### config.mk
export PLATFORM = sky130hd
export DESIGN_NAME = llc_cmd_issuer
export DESIGN_NICKNAME = d
export VERILOG_FILES = /design/src/rtl/llc_cmd_issuer_pkg.sv /design/src/rtl/llc_cmd_issuer_fifo.sv /design/src/rtl/llc_cmd_issuer.sv
export SDC_FILE = /design/constraint.sdc
export NUM_CORES = 1
export LEC_CHECK = 0
export CELL_PAD_IN_SITES_DETAIL_PLACEMENT = 0
export CELL_PAD_IN_SITES_GLOBAL_PLACEMENT = 2
export CORE_MARGIN = 2
export CORE_UTILIZATION = 47
export DETAILED_ROUTE_END_ITERATION = 16
export PLACE_DENSITY = 0.88
export SKIP_CTS_REPAIR_TIMING = 1
export SLEW_MARGIN = 0
export SYNTH_ARGS = -nofsm -noshare
export SYNTH_HDL_FRONTEND = slang
export SYNTH_SLANG_ARGS = --single-unit
### constraint.sdc
create_clock -name clk -period 10.54 [get_ports clk]
set_input_delay 1.581 -clock clk [delete_from_list [all_inputs] [get_ports clk]]
set_output_delay 1.581 -clock clk [all_outputs]
set_load 0.01 [all_outputs]
### src/rtl/llc_cmd_issuer_pkg.sv
// Shared types and op-code constants for the LLC command issuer.
package llc_cmd_issuer_pkg;

   typedef enum logic [1:0] {S_IDLE, S_ISSUE, S_DUMP} issuerState;

   localparam int OP_IDLE  = 15;
   localparam int OP_CLEAR = 8;
   localparam int OP_PRINT = 9;
   localparam int NUM_OPS  = 10;

   // Ops 0-6 are LLC accesses/snoops; 8 clears the LLC, 9 prints it.
   function automatic logic isLegalOp(input logic [3:0] op);
      return (op <= 4'd6) || (op == 4'(OP_CLEAR)) || (op == 4'(OP_PRINT));
   endfunction

endpackage

### src/rtl/llc_cmd_issuer_fifo.sv
// Synchronous FIFO of {op, addr} commands; level is the difference of 1-bit-wider pointers.
module llc_cmd_fifo #(
   parameter int unsigned DEPTH = 8,
   parameter int unsigned W     = 36
) (
   input  logic                       clk,
   input  logic                       reset,
   input  logic                       push,
   input  logic                       pop,
   input  logic [W-1:0]               wdata,
   output logic [W-1:0]               rdata,
   output logic                       full,
   output logic                       empty,
   output logic [$clog2(DEPTH):0]     level
);

   localparam int unsigned AW = $clog2(DEPTH);

   logic [AW:0]  wr_ptr_q, wr_ptr_d;
   logic [AW:0]  rd_ptr_q, rd_ptr_d;
   logic [W-1:0] mem_q [DEPTH];

   always_comb begin
      wr_ptr_d = wr_ptr_q + {{AW{1'b0}}, push};
      rd_ptr_d = rd_ptr_q + {{AW{1'b0}}, pop};
   end

   always_ff @(posedge clk or posedge reset) begin
      if (reset) begin
         wr_ptr_q <= '0;
         rd_ptr_q <= '0;
      end else begin
         wr_ptr_q <= wr_ptr_d;
         rd_ptr_q <= rd_ptr_d;
      end
   end

   // Storage needs no reset: only entries between the pointers are ever read.
   always_ff @(posedge clk) begin
      if (push) mem_q[wr_ptr_q[AW-1:0]] <= wdata;
   end

   assign rdata = mem_q[rd_ptr_q[AW-1:0]];
   assign level = wr_ptr_q - rd_ptr_q;
   assign full  = (level == (AW+1)'(DEPTH));
   assign empty = (level == '0);

endmodule

### src/rtl/llc_cmd_issuer.sv
// Buffers trace commands and issues them to the LLC, running print (op 9) via a dump handshake.
// Optional per-op completion counters are built when LLC_ISSUE_STATS_EN is defined.
module llc_cmd_issuer
   import llc_cmd_issuer_pkg::*;
#(
   parameter int unsigned FIFO_DEPTH = 8,
   parameter int unsigned CNT_W      = 16
) (
   input  logic                          clk,
   input  logic                          reset,
   input  logic                          in_valid,
   output logic                          in_ready,
   input  logic [3:0]                    in_op,
   input  logic [31:0]                   in_addr,
   output logic                          llc_valid,
   output logic [31:0]                   llc_op,
   output logic [31:0]                   llc_addr,
   output logic                          dump_req,
   input  logic                          dump_done,
   output logic                          busy,
   output logic [$clog2(FIFO_DEPTH):0]   fifo_level,
   output logic [CNT_W-1:0]              drop_cnt
`ifdef LLC_ISSUE_STATS_EN
   ,
   output logic [CNT_W-1:0]              op_cnt [NUM_OPS]
`endif
);

   logic        fifo_full, fifo_empty, fifo_push, fifo_pop, drop;
   logic [35:0] fifo_rdata;
   logic [3:0]  head_op;
   logic [31:0] head_addr;

   issuerState        state_q, state_d;
   logic              llc_valid_q, llc_valid_d;
   logic [31:0]       llc_op_q, llc_op_d;
   logic [31:0]       llc_addr_q, llc_addr_d;
   logic              dump_req_q, dump_req_d;
   logic [CNT_W-1:0]  drop_cnt_q, drop_cnt_d;

   assign {head_op, head_addr} = fifo_rdata;

   // Illegal ops still complete the handshake so the trace reader never stalls on them.
   assign in_ready  = !fifo_full;
   assign fifo_push = in_valid && in_ready && isLegalOp(in_op);
   assign drop      = in_valid && in_ready && !isLegalOp(in_op);

   llc_cmd_fifo #(
      .DEPTH (FIFO_DEPTH),
      .W     (36)
   ) u_fifo (
      .clk   (clk),
      .reset (reset),
      .push  (fifo_push),
      .pop   (fifo_pop),
      .wdata ({in_op, in_addr}),
      .rdata (fifo_rdata),
      .full  (fifo_full),
      .empty (fifo_empty),
      .level (fifo_level)
   );

   always_comb begin
      state_d     = state_q;
      llc_valid_d = 1'b0;
      llc_op_d    = 32'(OP_IDLE);
      llc_addr_d  = '0;
      dump_req_d  = 1'b0;
      fifo_pop    = 1'b0;
      case (state_q)
         S_IDLE: begin
            if (!fifo_empty) begin
               fifo_pop = 1'b1;
               if (head_op == 4'(OP_PRINT)) begin
                  state_d    = S_DUMP;
                  dump_req_d = 1'b1;
               end else begin
                  state_d     = S_ISSUE;
                  llc_valid_d = 1'b1;
                  llc_op_d    = {28'd0, head_op};
                  llc_addr_d  = head_addr;
               end
            end
         end
         S_ISSUE: state_d = S_IDLE;
         S_DUMP: begin
            if (dump_done) state_d    = S_IDLE;
            else           dump_req_d = 1'b1;
         end
         default: state_d = S_IDLE;
      endcase

      drop_cnt_d = drop_cnt_q;
      if (drop && (drop_cnt_q != '1)) drop_cnt_d = drop_cnt_q + CNT_W'(1);
   end

   always_ff @(posedge clk or posedge reset) begin
      if (reset) begin
         state_q     <= S_IDLE;
         llc_valid_q <= 1'b0;
         llc_op_q    <= 32'(OP_IDLE);
         llc_addr_q  <= '0;
         dump_req_q  <= 1'b0;
         drop_cnt_q  <= '0;
      end else begin
         state_q     <= state_d;
         llc_valid_q <= llc_valid_d;
         llc_op_q    <= llc_op_d;
         llc_addr_q  <= llc_addr_d;
         dump_req_q  <= dump_req_d;
         drop_cnt_q  <= drop_cnt_d;
      end
   end

   assign llc_valid = llc_valid_q;
   assign llc_op    = llc_op_q;
   assign llc_addr  = llc_addr_q;
   assign dump_req  = dump_req_q;
   assign drop_cnt  = drop_cnt_q;
   assign busy      = !fifo_empty || (state_q != S_IDLE);

`ifdef LLC_ISSUE_STATS_EN
   logic [CNT_W-1:0] op_cnt_q [NUM_OPS];
   logic [CNT_W-1:0] op_cnt_d [NUM_OPS];
   logic             cnt_en;
   logic [3:0]       cnt_idx;

   // A command counts when it completes: its ISSUE cycle, or the dump acknowledge for a print.
   always_comb begin
      cnt_en  = 1'b0;
      cnt_idx = llc_op_q[3:0];
      if (state_q == S_ISSUE) begin
         cnt_en = 1'b1;
      end else if ((state_q == S_DUMP) && dump_done) begin
         cnt_en  = 1'b1;
         cnt_idx = 4'(OP_PRINT);
      end
      op_cnt_d = op_cnt_q;
      if (cnt_en && (cnt_idx < 4'(NUM_OPS)) && (op_cnt_q[cnt_idx] != '1)) begin
         op_cnt_d[cnt_idx] = op_cnt_q[cnt_idx] + CNT_W'(1);
      end
   end

   always_ff @(posedge clk or posedge reset) begin
      if (reset) begin
         for (int k = 0; k < NUM_OPS; k++) op_cnt_q[k] <= '0;
      end else begin
         op_cnt_q <= op_cnt_d;
      end
   end

   assign op_cnt = op_cnt_q;
`endif

endmodule

==> results.json, run 1 <==
{
  "first_pass_iters": 5,
  "maxCapViolations": 0,
  "overflow": 0,
  "synthXorXnorAreaFrac_pct": 1.35,
  "min-delay-start": "drop_cnt[5]$_DFFE_PP0P_",
  "setup_slack_ns": 4.50,
  "cts_tree": "yes",
  "holdPathStages": 1,
  "synth_compound_area_share_pct": 1.88,
  "syn_area_per_cell_sq_um": 19.3,
  "synth_top_area_share_pct": 63.5,
  "syn2layout_area_growth_pct": 18.7,
  "hold_violations": 0,
  "leakage_nw": 5.60,
  "worst_pin_slew_ns": 1.08,
  "row_count": 62,
  "synth.top_cells.by_area": "edfxtp_1 (64%), mux4_2 (11%), dfrtp_1 (11%)",
  "skew_ns": 0.0188,
  "power_mw": 4.36,
  "synth_edf_count": 288,
  "ant_nets": 0,
  "syn_area_sq_um": 13600,
  "drive_gt1_share_pct": 19.5,
  "drt_iter0_drc": 519,
  "critPathRequiredTime_ns": 8.96,
  "critPathMaxFanout": 37,
  "status": "complete, no violations",
  "rsz0062_at_grt": "no",
  "route.detailed.drc": 0,
  "first_global_vias": 6832,
  "period_share_pct": 57.3,
  "fin_nets": 876,
  "via_per_inst": 5.39,
  "async_flop_share_pct": 18.2,
  "final_common_cell": "edfxtp_1",
  "io_pins": 128,
  "holdCritPathClass": "reg2reg",
  "powerDensity_nw_per_um2": 270,
  "setup_violations": 0,
  "grt_pass1_wl_um": 40000,
  "pre_cts_ws_ns": 4.97,
  "synth_mux_area_share_pct": 12.6,
  "critical_path_class": "reg2out",
  "syn_inst": 706,
  "clock_latency_ns": 0.52,
  "holdPathEnd": "drop_cnt[5]$_DFFE_PP0P_",
  "yosysTopAreaCell": "edfxtp_1",
  "grt_max_degree": 75,
  "fmax_ghz": 0.166,
  "dp_hpwl_um": 14100,
  "vias": 6678,
  "die_h_um": 174,
  "die_w_um": 174,
  "worstSetupStartpointType": "register",
  "yosysWarnings": 0,
  "crit_path_end_kind": "primary output",
  "synth-simple-area-share_pct": 4.83,
  "reg2reg_depth": 8,
  "wire_per_inst_um": 20.8,
  "rr_endpoint": "u_fifo.mem_q[6][9]$_DFFE_PP_",
  "dieArea_sq_um": 30300,
  "port_buffers": 99,
  "gp_congestion": 0.706,
  "worstPathArrival_ns": 4.45,
  "antenna_found_initial": 0,
  "drv_slew": 0,
  "core-area_sq_um": 28600,
  "initial_core_util_pct": 47.6,
  "clock-sinks": 352,
  "finalSetupTns_ns": 0,
  "slew_headroom_pct": 28.3,
  "synthAdderAreaFrac_pct": 0.882,
  "rrSetupSlack_ns": 5.33,
  "grt_usage_pct": 17.2,
  "h-tree-depth": 2,
  "layout_common_cells": "edfxtp_1 (288), clkdlybuf4s50_1 (99), nand2_1 (72)",
  "diodes": 0,
  "ys_ff_latch": 352,
  "ys_types": 47,
  "clkTransAtPathRegs_ns": 0.06,
  "synth-main-ff-cell": "edfxtp_1",
  "cts_buffers": 36,
  "cts_root_buffer": "clkbuf_16",
  "wirelength_um": 25700,
  "irDropWorstVdd_mv": 0.182,
  "synth_top_family_by_area": "multiplexers",
  "fin_crit_ns": 6.04,
  "ys_seq_area_share_pct": 75.3,
  "r2r-start": "u_fifo.rd_ptr_q[2]$_DFF_PP0_",
  "cts_buffer_depth": 3
}
==> layer usage <==
metal  vias to the layer above  part of all wire [%]  GRT usage [%]
li1                       2955                     -              -
met1                      3459                    44           24.0
met2                       218                    49           28.3
met3                        46                   5.6           3.11
met4                         0                   2.1           4.73
met5                         -                     0              0
==> layout make-up <==
cell class	instances	area [sq um]
Fill cell	2124	12500
Sequential cell	352	10300
Multi-Input combinational cell	309	3090
Timing Repair Buffer	116	1120
Clock buffer	51	1020
Tap cell	384	480
Clock inverter	15	141
Inverter	12	46.3
==> critical path: stages, from the launching register on <==
cell,delay [ns]
dfrtp_2,0.92
inv_2,0.61
ha_1,0.51
xor2_1,0.16
or3_1,0.37
nor3_2,0.77
inv_1,0.08
clkdlybuf4s50_1,0.51
==> flip-flops by register name, summed over array words and instances (netlist names) <==
register and cells:
llc_op 4, u_fifo.mem_q 288, drop_cnt 16, dump_req 1, llc_valid 1, llc_addr 32
u_fifo.wr_ptr_q 4, u_fifo.rd_ptr_q 4, state_q 2
==> cell usage after synthesis (all sizes together) (4+ instances only) <==
master,number
nand4,6
nand3,13
edfxtp,288
dfrtp,60
mux2,4
clkbuf,15
mux4,72
nor4b,8
nor4,7
xnor2,4
a21oi,35
nor2,4
dfstp,4
nor3,8
xor2,17
buf,45
nand2,72
ha,8
inv,12
nand2b,4
==> where the power goes <==
group	switching, mW	internal, mW	leakage [nW]
logic	0.676	0.596	1.62
registers	0.138	1.72	3.42
clock network	0.508	0.728	0.562
total	1.32	3.04	5.60
==> how the worst max path moves through the flow <==
stage / from / endpoint / slack, ns
floorplan: u_fifo.rd_ptr_q[1]$_DFF_PP0_ / u_fifo.mem_q[2][0]$_DFFE_PP_ / 3.50
global route: u_fifo.rd_ptr_q[2]$_DFF_PP0_ / in_ready / 4.20
finish: u_fifo.rd_ptr_q[2]$_DFF_PP0_ / in_ready / 4.50
global placement: u_fifo.rd_ptr_q[2]$_DFF_PP0_ / in_ready / 5.00
detailed placement: u_fifo.rd_ptr_q[2]$_DFF_PP0_ / in_ready / 4.97
CTS: u_fifo.rd_ptr_q[2]$_DFF_PP0_ / in_ready / 4.43
==> cells by family (layout without fill, tap and decap cells) <==
logic type | count (synthesis) | in the layout
AOI/OAI and AO/OA | 42 | 42
xor gates and xnor gates | 21 | 21
adders and majority gates | 9 | 9
buffers and inverters | 72 | 194
DFF | 352 | 352
muxes | 78 | 78
other | 1 | 28
and+or+nand+nor | 131 | 131
==> through the flow <==
stage / util [%] / std cells / hold slack (ns) / area, sq um
floorplan: - / 733 / 0.468 / 13700
global placement: 52.4 / 1173 / 0.478 / 15000
detailed placement: 52.4 / 1173 / 0.488 / 15000
CTS: 56.5 / 1239 / 0.501 / 16200
global route: 56.5 / 1239 / 0.517 / 16200
finish: 56.5 / 1239 / 0.491 / 16200
Power figures use the tool's default switching activity.
==> inputs of run 2 (changes only) <==
- CORE_UTILIZATION: 47 -> 43
- PLACE_DENSITY: 0.88 -> 0.81
- clock period: 10.54 -> 5.8 ns (I/O delays scaled with it)
==> run 2 against run 1 <==
Compared with the run above:
- total power is 84% higher
- flip-flop and latch count stayed put
- clock skew is 0.0025 ns higher
- via count is 0.91% lower
- combinational power is 83% higher
- register-to-register slack worse by 3.5 ns
- critical path type unchanged
- largest cell class unchanged
- highest routed layer unchanged
==> results.json, run 2 (synthesis gave the netlist of run 1 again) <==
{
  "layout_common_cells": "edfxtp_1 (288), clkdlybuf4s50_1 (99), nand2_1 (72)",
  "status": "complete, no violations",
  "row_count": 65,
  "timing.hold.ws_ns": 0.495,
  "worstPathArrival_ns": 3.36,
  "grt_max_degree": 58,
  "grt_usage_pct": 16.5,
  "finalSetupTns_ns": 0,
  "core-area_sq_um": 31400,
  "wire_per_inst_um": 20.9,
  "drt_iter0_drc": 532,
  "h-tree-depth": 2,
  "worstSetupStartpointType": "register",
  "die_w_um": 182,
  "diodes": 0,
  "fmax_ghz": 0.237,
  "irDropWorstVdd_mv": 0.263,
  "syn2layout_area_growth_pct": 19.4,
  "fin_nets": 881,
  "io_pins": 128,
  "worst_pin_slew_ns": 0.837,
  "drv_slew": 0,
  "maxCapViolations": 0,
  "drive_gt1_share_pct": 20.1,
  "clock_latency_ns": 0.53,
  "pre_cts_ws_ns": 1.85,
  "setup_violations": 0,
  "critPathRequiredTime_ns": 4.93,
  "largest_register_ff_count": 288,
  "power_mw": 8.00,
  "hold_violations": 0,
  "fin_crit_ns": 4.23,
  "antenna_found_initial": 0,
  "grt_pass1_wl_um": 41300,
  "port_buffers": 99,
  "cts_buffers": 38,
  "fillers": 2508,
  "critPathMaxFanout": 17,
  "powerDensity_nw_per_um2": 492,
  "holdCritPathClass": "reg2reg",
  "dp_hpwl_um": 15300,
  "initial_core_util_pct": 43.4,
  "wirelength_um": 26400,
  "setup_slack_ns": 1.57,
  "clock-sinks": 352,
  "route.detailed.drc": 0,
  "vias": 6617,
  "overflow": 0,
  "die_h_um": 182,
  "leakage_nw": 5.65,
  "cts_root_buffer": "clkbuf_16",
  "cts_buffer_depth": 3,
  "layout.cells.non_filler": 1264,
  "skew_ns": 0.0212,
  "rsz0062_at_grt": "no",
  "critical_path_class": "reg2out",
  "ant_nets": 0,
  "first_pass_iters": 5,
  "cts_tree": "yes",
  "via_per_inst": 5.23,
  "crit_path_end_kind": "primary output",
  "clkTransAtPathRegs_ns": 0.06,
  "gp_congestion": 0.709,
  "dieArea_sq_um": 33100,
  "placed_cells": 1194,
  "slew_headroom_pct": 44.2,
  "final_common_cell": "edfxtp_1",
  "first_global_vias": 6956,
  "period_share_pct": 72.9
}
run 2: cell count changes in the layout (fill, tap and decap cells not counted), sizes merged:
cell	change
buf	+3
inv	+1
clkinv	+4
clkinvlp	-1
run 2: critical path, stage by stage, from the launching register on:
cell and delay [ns]:
dfrtp_1 0.47, inv_1 0.29, ha_1 0.22, inv_1 0.05, fa_1 0.37, xor2_1 0.19, or3_1 0.37, nor3_2 0.12
buf_4 0.23, inv_1 0.06, clkdlybuf4s50_1 0.47
run 2: path summary, 6_finish.rpt:
path,start,endpoint,slack (ns),depth (start not counted)
max in group asynchronous,reset,u_fifo.rd_ptr_q[0]$_DFF_PP0_,4.02,3
max,u_fifo.wr_ptr_q[0]$_DFF_PP0_,in_ready,1.57,10
min reg2reg,drop_cnt[5]$_DFFE_PP0P_,drop_cnt[5]$_DFFE_PP0P_,0.50,1
max reg2reg,u_fifo.rd_ptr_q[2]$_DFF_PP0_,u_fifo.mem_q[4][26]$_DFFE_PP_,1.84,9
min in group asynchronous,reset,llc_addr[19]$_DFF_PP0_,0.64,2
min,drop_cnt[5]$_DFFE_PP0P_,drop_cnt[5]$_DFFE_PP0P_,0.50,1
run 2: final cells by class:
class | instances | area [sq um] | area share, %
clock buffer | 51 | 1030 | 6.34
inverter | 12 | 46.3 | 0.285
timing repair buffer | 119 | 1140 | 7.02
tap | 402 | 503 | 3.09
multi-input combinational | 309 | 3090 | 19.0
sequential | 352 | 10300 | 63.1
clock inverter | 19 | 176 | 1.09
run 2: per-layer routing:
layer  part of all wire [%]  routed length [um]  global-route usage, %
met1                     45               11800                   23.2
met4                    1.7                 461                   4.35
met3                    4.2                1100                   2.61
met5                      0                   0                      0
met2                     49               13000                   27.2
run 2: power by group:
part           leakage [nW]  switching (mW)  internal, mW
Combinational          1.64            1.23          1.09
Clock                 0.588           0.948          1.35
Sequential             3.42           0.263          3.12
run 2: per-stage QoR:
| step | instance area (sq um) | utilization (%) |
|---|---|---|
| global route | 16300 | 51.8 |
| floorplan | 13700 | - |
| CTS | 16300 | 51.8 |
| detailed placement | 15000 | 47.9 |
| global placement | 15000 | 47.9 |
| finish | 16300 | 51.8 |
